`config.mk`:
```
export PLATFORM = sky130hd
export DESIGN_NAME = memory_stage
export DESIGN_NICKNAME = d
export VERILOG_FILES = /design/src/rtl/riscv_pkg.sv /design/src/rtl/dmem_access_fsm.sv /design/src/rtl/memory_stage.sv
export SDC_FILE = /design/constraint.sdc
export NUM_CORES = 1
export LEC_CHECK = 0
export ABC_AREA = 1
export BUFFER_PORTS_ARGS = -buffer_cell sky130_fd_sc_hd__buf_2
export CORE_MARGIN = 5
export CORE_UTILIZATION = 35
export CTS_CLUSTER_DIAMETER = 200
export DETAILED_ROUTE_END_ITERATION = 6
export GPL_ROUTABILITY_DRIVEN = 0
export HOLD_SLACK_MARGIN = 0.1
export SLEW_MARGIN = 40
export SYNTH_ARGS = -nofsm -noshare
export SYNTH_HDL_FRONTEND = slang
export SYNTH_HIERARCHICAL = 1
export SYNTH_SLANG_ARGS = --single-unit
```
`constraint.sdc`:
```
create_clock -name clk -period 2 [get_ports clk]
set_input_delay 0.1 -clock clk [delete_from_list [all_inputs] [get_ports clk]]
set_output_delay 0.1 -clock clk [all_outputs]
set_load 0.02 [all_outputs]
```
`src/rtl/riscv_pkg.sv`:
```
// Shared types and constants for the RV32 pipeline memory stage.
package riscv_pkg;

  typedef enum logic {
    IDLE = 1'b0,
    WAIT = 1'b1
  } mem_state_t;

  localparam logic RESULT_ALU = 1'b0;
  localparam logic RESULT_MEM = 1'b1;

  typedef struct packed {
    logic        reg_write;
    logic        result_src;
    logic        mem_write;
    logic [31:0] alu_result;
    logic [31:0] write_data;
    logic [31:0] pc_plus4;
    logic [4:0]  rd;
  } ex_mem_t;

endpackage

```
`src/rtl/dmem_access_fsm.sv`:
```
// Single-outstanding data-memory handshake: state, bounded wait counter,
// and the combinational request/stall/abort outputs.
module dmem_access_fsm
  import riscv_pkg::*;
#(
  parameter int DMEM_TIMEOUT = 15
) (
  input  logic clk,
  input  logic rst_n,
  input  logic i_mem_op,
  input  logic i_ready,
  output logic o_req,
  output logic o_stall,
  output logic o_err
);

  localparam int CW = (DMEM_TIMEOUT > 1) ? $clog2(DMEM_TIMEOUT) : 1;
  localparam logic [CW-1:0] LAST_WAIT = CW'(DMEM_TIMEOUT - 1);

  mem_state_t    r_state, w_state_nxt;
  logic [CW-1:0] r_cnt, w_cnt_nxt;

  // NOTE: state registers use non-blocking assignment so every flop samples pre-edge values.
  always_ff @(posedge clk or negedge rst_n) begin
    if (!rst_n) begin
      r_state <= IDLE;
      r_cnt   <= '0;
    end else begin
      r_state <= w_state_nxt;
      r_cnt   <= w_cnt_nxt;
    end
  end

  // NOTE: every output gets a default first so no path through the case infers a latch.
  always_comb begin
    w_state_nxt = r_state;
    w_cnt_nxt   = r_cnt;
    o_req       = 1'b0;
    o_stall     = 1'b0;
    o_err       = 1'b0;
    case (r_state)
      IDLE: begin
        if (i_mem_op) begin
          o_req = 1'b1;
          if (!i_ready) begin
            o_stall     = 1'b1;
            w_state_nxt = WAIT;
            w_cnt_nxt   = '0;
          end
        end
      end
      WAIT: begin
        o_req = 1'b1;
        // A ready on the timeout cycle still completes the access.
        if (i_ready) begin
          w_state_nxt = IDLE;
          w_cnt_nxt   = '0;
        end else if (r_cnt == LAST_WAIT) begin
          o_err       = 1'b1;
          w_state_nxt = IDLE;
          w_cnt_nxt   = '0;
        end else begin
          o_stall   = 1'b1;
          w_cnt_nxt = r_cnt + 1'b1;
        end
      end
      default: w_state_nxt = IDLE;
    endcase
  end

endmodule

```
`src/rtl/memory_stage.sv`:
```
// RV32 Memory stage: EX/MEM and MEM/WB registers around the dmem handshake.
// Optional MEM_MISALIGN_TRAP_EN adds misalign_m and suppresses misaligned requests.
module memory_stage
  import riscv_pkg::*;
#(
  parameter int DMEM_TIMEOUT = 15
) (
  input  logic        clk,
  input  logic        rst_n,
  input  logic        RegWriteE,
  input  logic        ResultSrcE,
  input  logic        MemWriteE,
  input  logic [31:0] ALUResultE,
  input  logic [31:0] WriteDataE,
  input  logic [31:0] PCPlus4E,
  input  logic [4:0]  RdE,
  output logic        dmem_req,
  output logic        dmem_we,
  output logic [31:0] dmem_addr,
  output logic [31:0] dmem_wdata,
  input  logic [31:0] dmem_rdata,
  input  logic        dmem_ready,
  output logic        RegWriteM,
  output logic [4:0]  RdM,
  output logic [31:0] ALUResultM,
  output logic        stall_m,
  output logic        dmem_err,
  output logic        RegWriteW,
  output logic        ResultSrcW,
  output logic [4:0]  RdW,
  output logic [31:0] ALUResultW,
  output logic [31:0] ReadDataW,
  output logic [31:0] PCPlus4W
`ifdef MEM_MISALIGN_TRAP_EN
  ,
  output logic        misalign_m
`endif
);

  ex_mem_t     r_ex;
  logic        r_reg_write_w, r_result_src_w;
  logic [4:0]  r_rd_w;
  logic [31:0] r_alu_result_w, r_read_data_w, r_pc_plus4_w;

  logic w_mem_op, w_misalign, w_req_op, w_kill;
  logic w_req, w_stall, w_err;

  assign w_mem_op = r_ex.mem_write | ((r_ex.result_src == RESULT_MEM) & r_ex.reg_write);

`ifdef MEM_MISALIGN_TRAP_EN
  assign w_misalign = w_mem_op & (r_ex.alu_result[1:0] != 2'b00);
  assign misalign_m = w_misalign;
  assign dmem_addr  = r_ex.alu_result;
`else
  assign w_misalign = 1'b0;
  assign dmem_addr  = {r_ex.alu_result[31:2], 2'b00};
`endif

  assign w_req_op = w_mem_op & ~w_misalign;
  assign w_kill   = w_err | w_misalign;

  dmem_access_fsm #(
    .DMEM_TIMEOUT(DMEM_TIMEOUT)
  ) u_fsm (
    .clk     (clk),
    .rst_n   (rst_n),
    .i_mem_op(w_req_op),
    .i_ready (dmem_ready),
    .o_req   (w_req),
    .o_stall (w_stall),
    .o_err   (w_err)
  );

  assign dmem_req   = w_req;
  assign stall_m    = w_stall;
  assign dmem_err   = w_err;
  assign dmem_we    = r_ex.mem_write;
  assign dmem_wdata = r_ex.write_data;
  assign RegWriteM  = r_ex.reg_write;
  assign RdM        = r_ex.rd;
  assign ALUResultM = r_ex.alu_result;

  always_ff @(posedge clk or negedge rst_n) begin
    if (!rst_n) begin
      r_ex <= '0;
    end else if (!w_stall) begin
      r_ex <= '{reg_write: RegWriteE, result_src: ResultSrcE, mem_write: MemWriteE,
                alu_result: ALUResultE, write_data: WriteDataE, pc_plus4: PCPlus4E,
                rd: RdE};
    end
  end

  // While stalled, W receives a bubble: control cleared, datapath held.
  always_ff @(posedge clk or negedge rst_n) begin
    if (!rst_n) begin
      r_reg_write_w  <= 1'b0;
      r_result_src_w <= 1'b0;
      r_rd_w         <= '0;
      r_alu_result_w <= '0;
      r_read_data_w  <= '0;
      r_pc_plus4_w   <= '0;
    end else if (w_stall) begin
      r_reg_write_w  <= 1'b0;
      r_result_src_w <= 1'b0;
    end else begin
      r_reg_write_w  <= r_ex.reg_write & ~w_kill;
      r_result_src_w <= r_ex.result_src;
      r_rd_w         <= r_ex.rd;
      r_alu_result_w <= r_ex.alu_result;
      r_read_data_w  <= dmem_rdata;
      r_pc_plus4_w   <= r_ex.pc_plus4;
    end
  end

  assign RegWriteW  = r_reg_write_w;
  assign ResultSrcW = r_result_src_w;
  assign RdW        = r_rd_w;
  assign ALUResultW = r_alu_result_w;
  assign ReadDataW  = r_read_data_w;
  assign PCPlus4W   = r_pc_plus4_w;

endmodule

```
# Word-level counts from Yosys, hierarchy flattened
# Index checks and enable logic that the tools add are counted.
totals:
  regBits: 212
  romBits: 0
  latch_bits: 0
  inputBits: 139
  ramBits: 0
  n_memories: 0
  out_inout_bits: 209
  wordCells: 42
classes:
  mux: 17
  magnitude_cmp: 0
  n_div: 0
  n_bitwise: 5
  n_reduce_logical: 1
  n_eq_ne: 3
  mul: 0
  n_addsub: 1
  shifts: 0
ops:
  columns: ["op", "count"]
  rows:
  - ["2-to-1 mux 4 bit", 4]
  - ["2-to-1 mux 1 bit", 10]
  - ["case mux 4 bit (2 select lines)", 1]
  - ["adder 4 x 1 -> 4 bit, second input constant", 1]
  - ["equality test 4 bit, second input constant", 1]
  - ["case mux 1 bit (2 select lines)", 2]
  - ["AND 1 bit", 2]
  - ["!= test 2 x 1 -> 1 bit, second input constant", 1]
  - ["!= test 2 bit, second input constant", 1]
  - ["inverter 1 bit", 2]
  - ["AND reduction 2 bit", 1]
  - ["bitwise OR 1 bit", 1]

# Logic depth before layout (Yosys ltp)
logic_depth:
  ltp_word: 7
  depth_mapped: 11
  depth_no_buf: 8

# Modules after synthesis
# The synthesis kept the hierarchy.
by_module_without_submodules:
  columns: ["mod", "n_inst", "cells_each", "seq_area_each_um2", "area_per_inst_um2"]
  rows:
  - ["memory_stage", 1, 977, 5180.0, 8623.3]
  - ["dmem_access_fsm", 1, 33, 125.1, 285.3]

# Worst setup path after synthesis
# Ideal clock, no wire load.
synth_path:
  kind: "register -> register"
  from: "register r_ex, in the netlist RegWriteM"
  to: "register r_ex, in the netlist ALUResultM[0]"
  setup_time_ns: 0.116
  arrival_time_ns: 1.963
  synth_period_minus_slack_ns: 2.080
  slack_ns: -0.080
  required_time_ns: 1.884
  stages_incl_launch_ff: 11
  path_buffers: 3
  path_cell_list: "dfrtp_1 > nand2_1 > nand2_1 > inv_1 > o31ai_1 > buf_4 > inv_4 > buf_8 > buf_6 > nand2_1 > nand2_1"
synth_between:
  elab_chain_len: 4
synth_lines:
  columns: ["element", "line", "rtl"]
  rows:
  - ["start, declared", "memory_stage.sv:40", "ex_mem_t r_ex;"]
  - ["start signal, assigned", "memory_stage.sv:87", "r_ex <= '{reg_write: RegWriteE, result_src: ResultSrcE, mem_write: MemWriteE,"]
  - ["AND 1 bit", "memory_stage.sv:48", "assign w_mem_op = r_ex.mem_write | ((r_ex.result_src == RESULT_MEM) & r_ex.reg_write);"]
  - ["bitwise OR 1 bit", "memory_stage.sv:48", null]
  - ["net w_mem_op", "memory_stage.sv:45", "logic w_mem_op, w_misalign, w_req_op, w_kill;"]
  - ["2-to-1 mux 1 bit", "dmem_access_fsm.sv:43", "if (i_mem_op) begin"]
  - ["case mux 1 bit (2 select lines)", "dmem_access_fsm.sv:41", "case (r_state)"]
  - ["net stall_m", "memory_stage.sv:26", "output logic stall_m,"]
# The timed path passes the listed nets, and every way through them passes these cells.
# A chain may end at the register's enable or synchronous reset.

# Worst setup path in the final report
layout_path:
  from: "register u_fsm.r_cnt[0]"
  to: "output stall_m"
layout_between:
  elab_chain_len: 4
layout_lines:
  columns: ["element", "line", "rtl"]
  rows:
  - ["start, declared", "dmem_access_fsm.sv:21", "logic [CW-1:0] r_cnt, w_cnt_nxt;"]
  - ["start signal, assigned", "dmem_access_fsm.sv:30", "r_cnt <= w_cnt_nxt;"]
  - ["equality test 4 bit", "dmem_access_fsm.sv:58", "end else if (r_cnt == LAST_WAIT) begin"]
  - ["2-to-1 mux 1 bit", "dmem_access_fsm.sv:58", null]
  - ["2-to-1 mux 1 bit", "dmem_access_fsm.sv:55", "if (i_ready) begin"]
  - ["case mux 1 bit (2 select lines)", "dmem_access_fsm.sv:41", null]
  - ["end, declared", "memory_stage.sv:26", null]
# No other way between the ends.

==> flow_metrics.env <==
export IMPL_status="finished, final reports clean"
export IMPL_cp_arrival_ns=1.82
export IMPL_ir_drop_v=0.000932
export IMPL_hold_class="in -> async"
export IMPL_grt_pass1_wl_mm=39.2
export IMPL_htreeDepth=1
export IMPL_finalHoldViolations=0
export IMPL_tightestPinTransition_ns=0.500
export IMPL_crit_fanout=10
export IMPL_fin_crit_sh=0.962
export IMPL_synth_area_per_cell_um2=8.82
export IMPL_power_density_mw_per_mm2=1760
export IMPL_fmax_mhz=520
export IMPL_die_width_um=170
export IMPL_power_frac_comb=0.456
export IMPL_grt_pass1_vias=7681
export IMPL_track_usage=0.165
export IMPL_clock_skew_ns=0.00849
export IMPL_synth_cells=1010
export IMPL_critPathCaptureType="output port"
export IMPL_ys_seq_area_frac=0.596
export IMPL_yosys_warnings=6
export IMPL_leakage_nw=7.02
export IMPL_syn_area_mm2=0.00891
export IMPL_dp_hpwl_mm=16.2
export IMPL_synth_seq_cells=212
export IMPL_clk_latency_ns=0.51
export IMPL_clkPwrFrac=0.187
export IMPL_worstSetupPathType="reg -> out"
export IMPL_drc=0
export IMPL_synth_mux_area_frac=0
export IMPL_top_layer_used="met4"
export IMPL_dr_wl_met2_mm=11.7
export IMPL_cts_root_buf="clkbuf_16"
export IMPL_floorplan_initialDensity=0.355
export IMPL_dr_total_vias=7607
export IMPL_cts_sinks=212
export IMPL_final_max_slew_viol_count=0
export IMPL_synth_top_family_by_area="simple AND/OR/NAND/NOR gates"
export IMPL_port_buffers=345
export IMPL_drv_cap=0
export IMPL_initialDrtViolationCount=470
export IMPL_crit_path_start_kind="flip-flop"
export IMPL_synth_compound_area_frac=0.00253
export IMPL_p_seq_frac=0.356
export IMPL_synth_xor_area_share=0.000983
export IMPL_dr_pass1_iters=4
export IMPL_swShare=0.444
export IMPL_finalNetCount=1544
export IMPL_cts_tree="built"
export IMPL_crit_required_ns=1.90
export IMPL_met1Wirelength_mm=10.3
export IMPL_yosys_area_share_simple=0.271
export IMPL_grt_max_degree=62
export IMPL_power_switching_mw=9.77
export IMPL_fillers=2353
export IMPL_slew_headroom=0.667
export IMPL_drive_gt1_frac=0.293
export IMPL_ioPinCount=348
export IMPL_viasPerCell=4.35
export IMPL_ys_types=21
export IMPL_clk_path_buf_depth=3
export IMPL_syn_to_final_growth_pct=40.2
export IMPL_dieArea_mm2=0.0287
export IMPL_hold_slack_ns=0.124
export IMPL_core_mm2=0.0251
export IMPL_ant_nets=0
export IMPL_setup_viol=0
export IMPL_min_period_ns=1.92
export IMPL_finalWirelength_mm=24.8
export IMPL_met3_length_mm=2.11
export IMPL_cts_buffers_inserted=24
export IMPL_placementRows=58
export IMPL_grt_overflow=0
export IMPL_diodes=0
export IMPL_intPower_mw=12.2
export IMPL_wl_per_cell_um=14.2
export IMPL_synth_adder_area_share=0.00281
export IMPL_power_mw=22.0
export IMPL_path_clk_slew_ns=0.06
export IMPL_die_h_um=170
export IMPL_antenna_found_initial=0
-- registers in the layout, summed over array words and instances (netlist names), 4 cells and up --
name,count
PCPlus4W,32
r_ex,33
RdM,5
ReadDataW,32
ALUResultW,32
ALUResultM,32
dmem_wdata,32
u_fsm/r_cnt,4
RdW,5
-- area by class of cell --
class / instances / area (um2) / area share
sequential: 212 / 5310 / 0.425
timing repair buffer: 512 / 3500 / 0.281
multi-input combinational: 645 / 2490 / 0.200
clock buffer: 37 / 701 / 0.0561
tap: 330 / 413 / 0.0331
clock inverter: 6 / 36.3 / 0.00291
inverter: 8 / 35.0 / 0.00281
-- power groups by stage --
stage                     Combinational (mW)  Sequential [mW]  Clock (mW)
after floorplan                         6.43             8.94           0
final                                   10.1             7.84        4.13
after detailed placement                9.75             7.85           0
after CTS                               10.1             7.83        4.28
after global placement                  9.60             7.83           0
after global routing                    11.0             8.13        4.45
-- metal layers --
| layer | track usage | vias up |
|---|---|---|
| met4 | 0.0480 | 0 |
| met5 | 0 | - |
| li1 | - | 3717 |
| met2 | 0.281 | 279 |
| met1 | 0.207 | 3562 |
| met3 | 0.0438 | 49 |
-- cells in the mapped netlist, drive strengths merged --
cell type	instances	area (um2)
conb	1	3.75
buf	146	1100
nand3	3	25.0
o31ai	1	7.51
inv	8	32.5
nor3	1	5.00
dfrtp	212	5310
nor2	3	13.8
nand4	1	6.26
ha	2	25.0
nand2	628	2360
o21ai	3	15.0
xnor2	1	8.76
-- cell usage in the layout, fill, tap and decap left out, types with 2 or more instances in the layout --
cell	Yosys	final
ha_1	2	2
inv_1	6	6
inv_6	0	2
nand3_2	2	2
nor2_1	2	2
buf_12	0	11
clkinv_2	0	4
nand2_1	626	626
buf_4	103	17
dlygate4sd3_1	0	138
clkbuf_8	0	3
conb_1	1	2
o21ai_1	3	3
clkbuf_1	0	9
dfrtp_1	212	212
buf_2	26	343
clkbuf_16	0	25
-- logic make-up after synthesis --
family          Yosys count
buf+inv                 154
fa+ha+maj                 2
xor+xnor                  1
other cells               1
compound gates            4
flops                   212
simple gates            636
-- critical path, stage by stage (launching register included) --
cell and delay [ns]:
dfrtp_1 0.38, inv_1 0.06, ha_1 0.15, nand3_2 0.11, nand2_4 0.11, o31ai_4 0.08, buf_12 0.13, buf_4 0.16
buf_6 0.14
-- path summary, 6_finish.rpt --
check                                    start  slack (ns)  cells past startpoint             to
max in group asynchronous                rst_n        1.16                      3   PCPlus4W[30]
worst max-delay path            u_fsm/r_cnt[0]        0.08                      8        stall_m
worst max register to register  u_fsm/r_cnt[0]        0.22                     10  ReadDataW[12]
worst min-delay path                     rst_n        0.12                      2         RdW[1]
min in group clk                  PCPlus4E[12]        0.31                      4       r_ex[17]
worst min register to register        r_ex[15]        0.47                      2   PCPlus4W[10]
-- through the flow --
stage	instance area [um2]	setup WS [ns]	util	setup TNS, ns	std cells
after floorplan	8920	0.158	-	0	1011
after global placement	10300	0.289	0.410	0	1562
after detailed placement	10300	0.242	0.410	0	1562
after CTS	12500	0.00348	0.497	0	1748
after global routing	12500	-0.0179	0.497	-0.0179	1750
final	12500	0.0764	0.497	0	1750
-- timing repair --
item | CTS | global route
hold buffers | 138 | 0
gates cloned | 1 | 0
setup endpoints to repair | 1 | 1
setup buffers | 4 | 2
hold endpoints to repair | 353 | 0
resized for setup | 1 | 2
pin swaps | 1 | 2
Note: power is estimated with default switching activity, not from simulation.
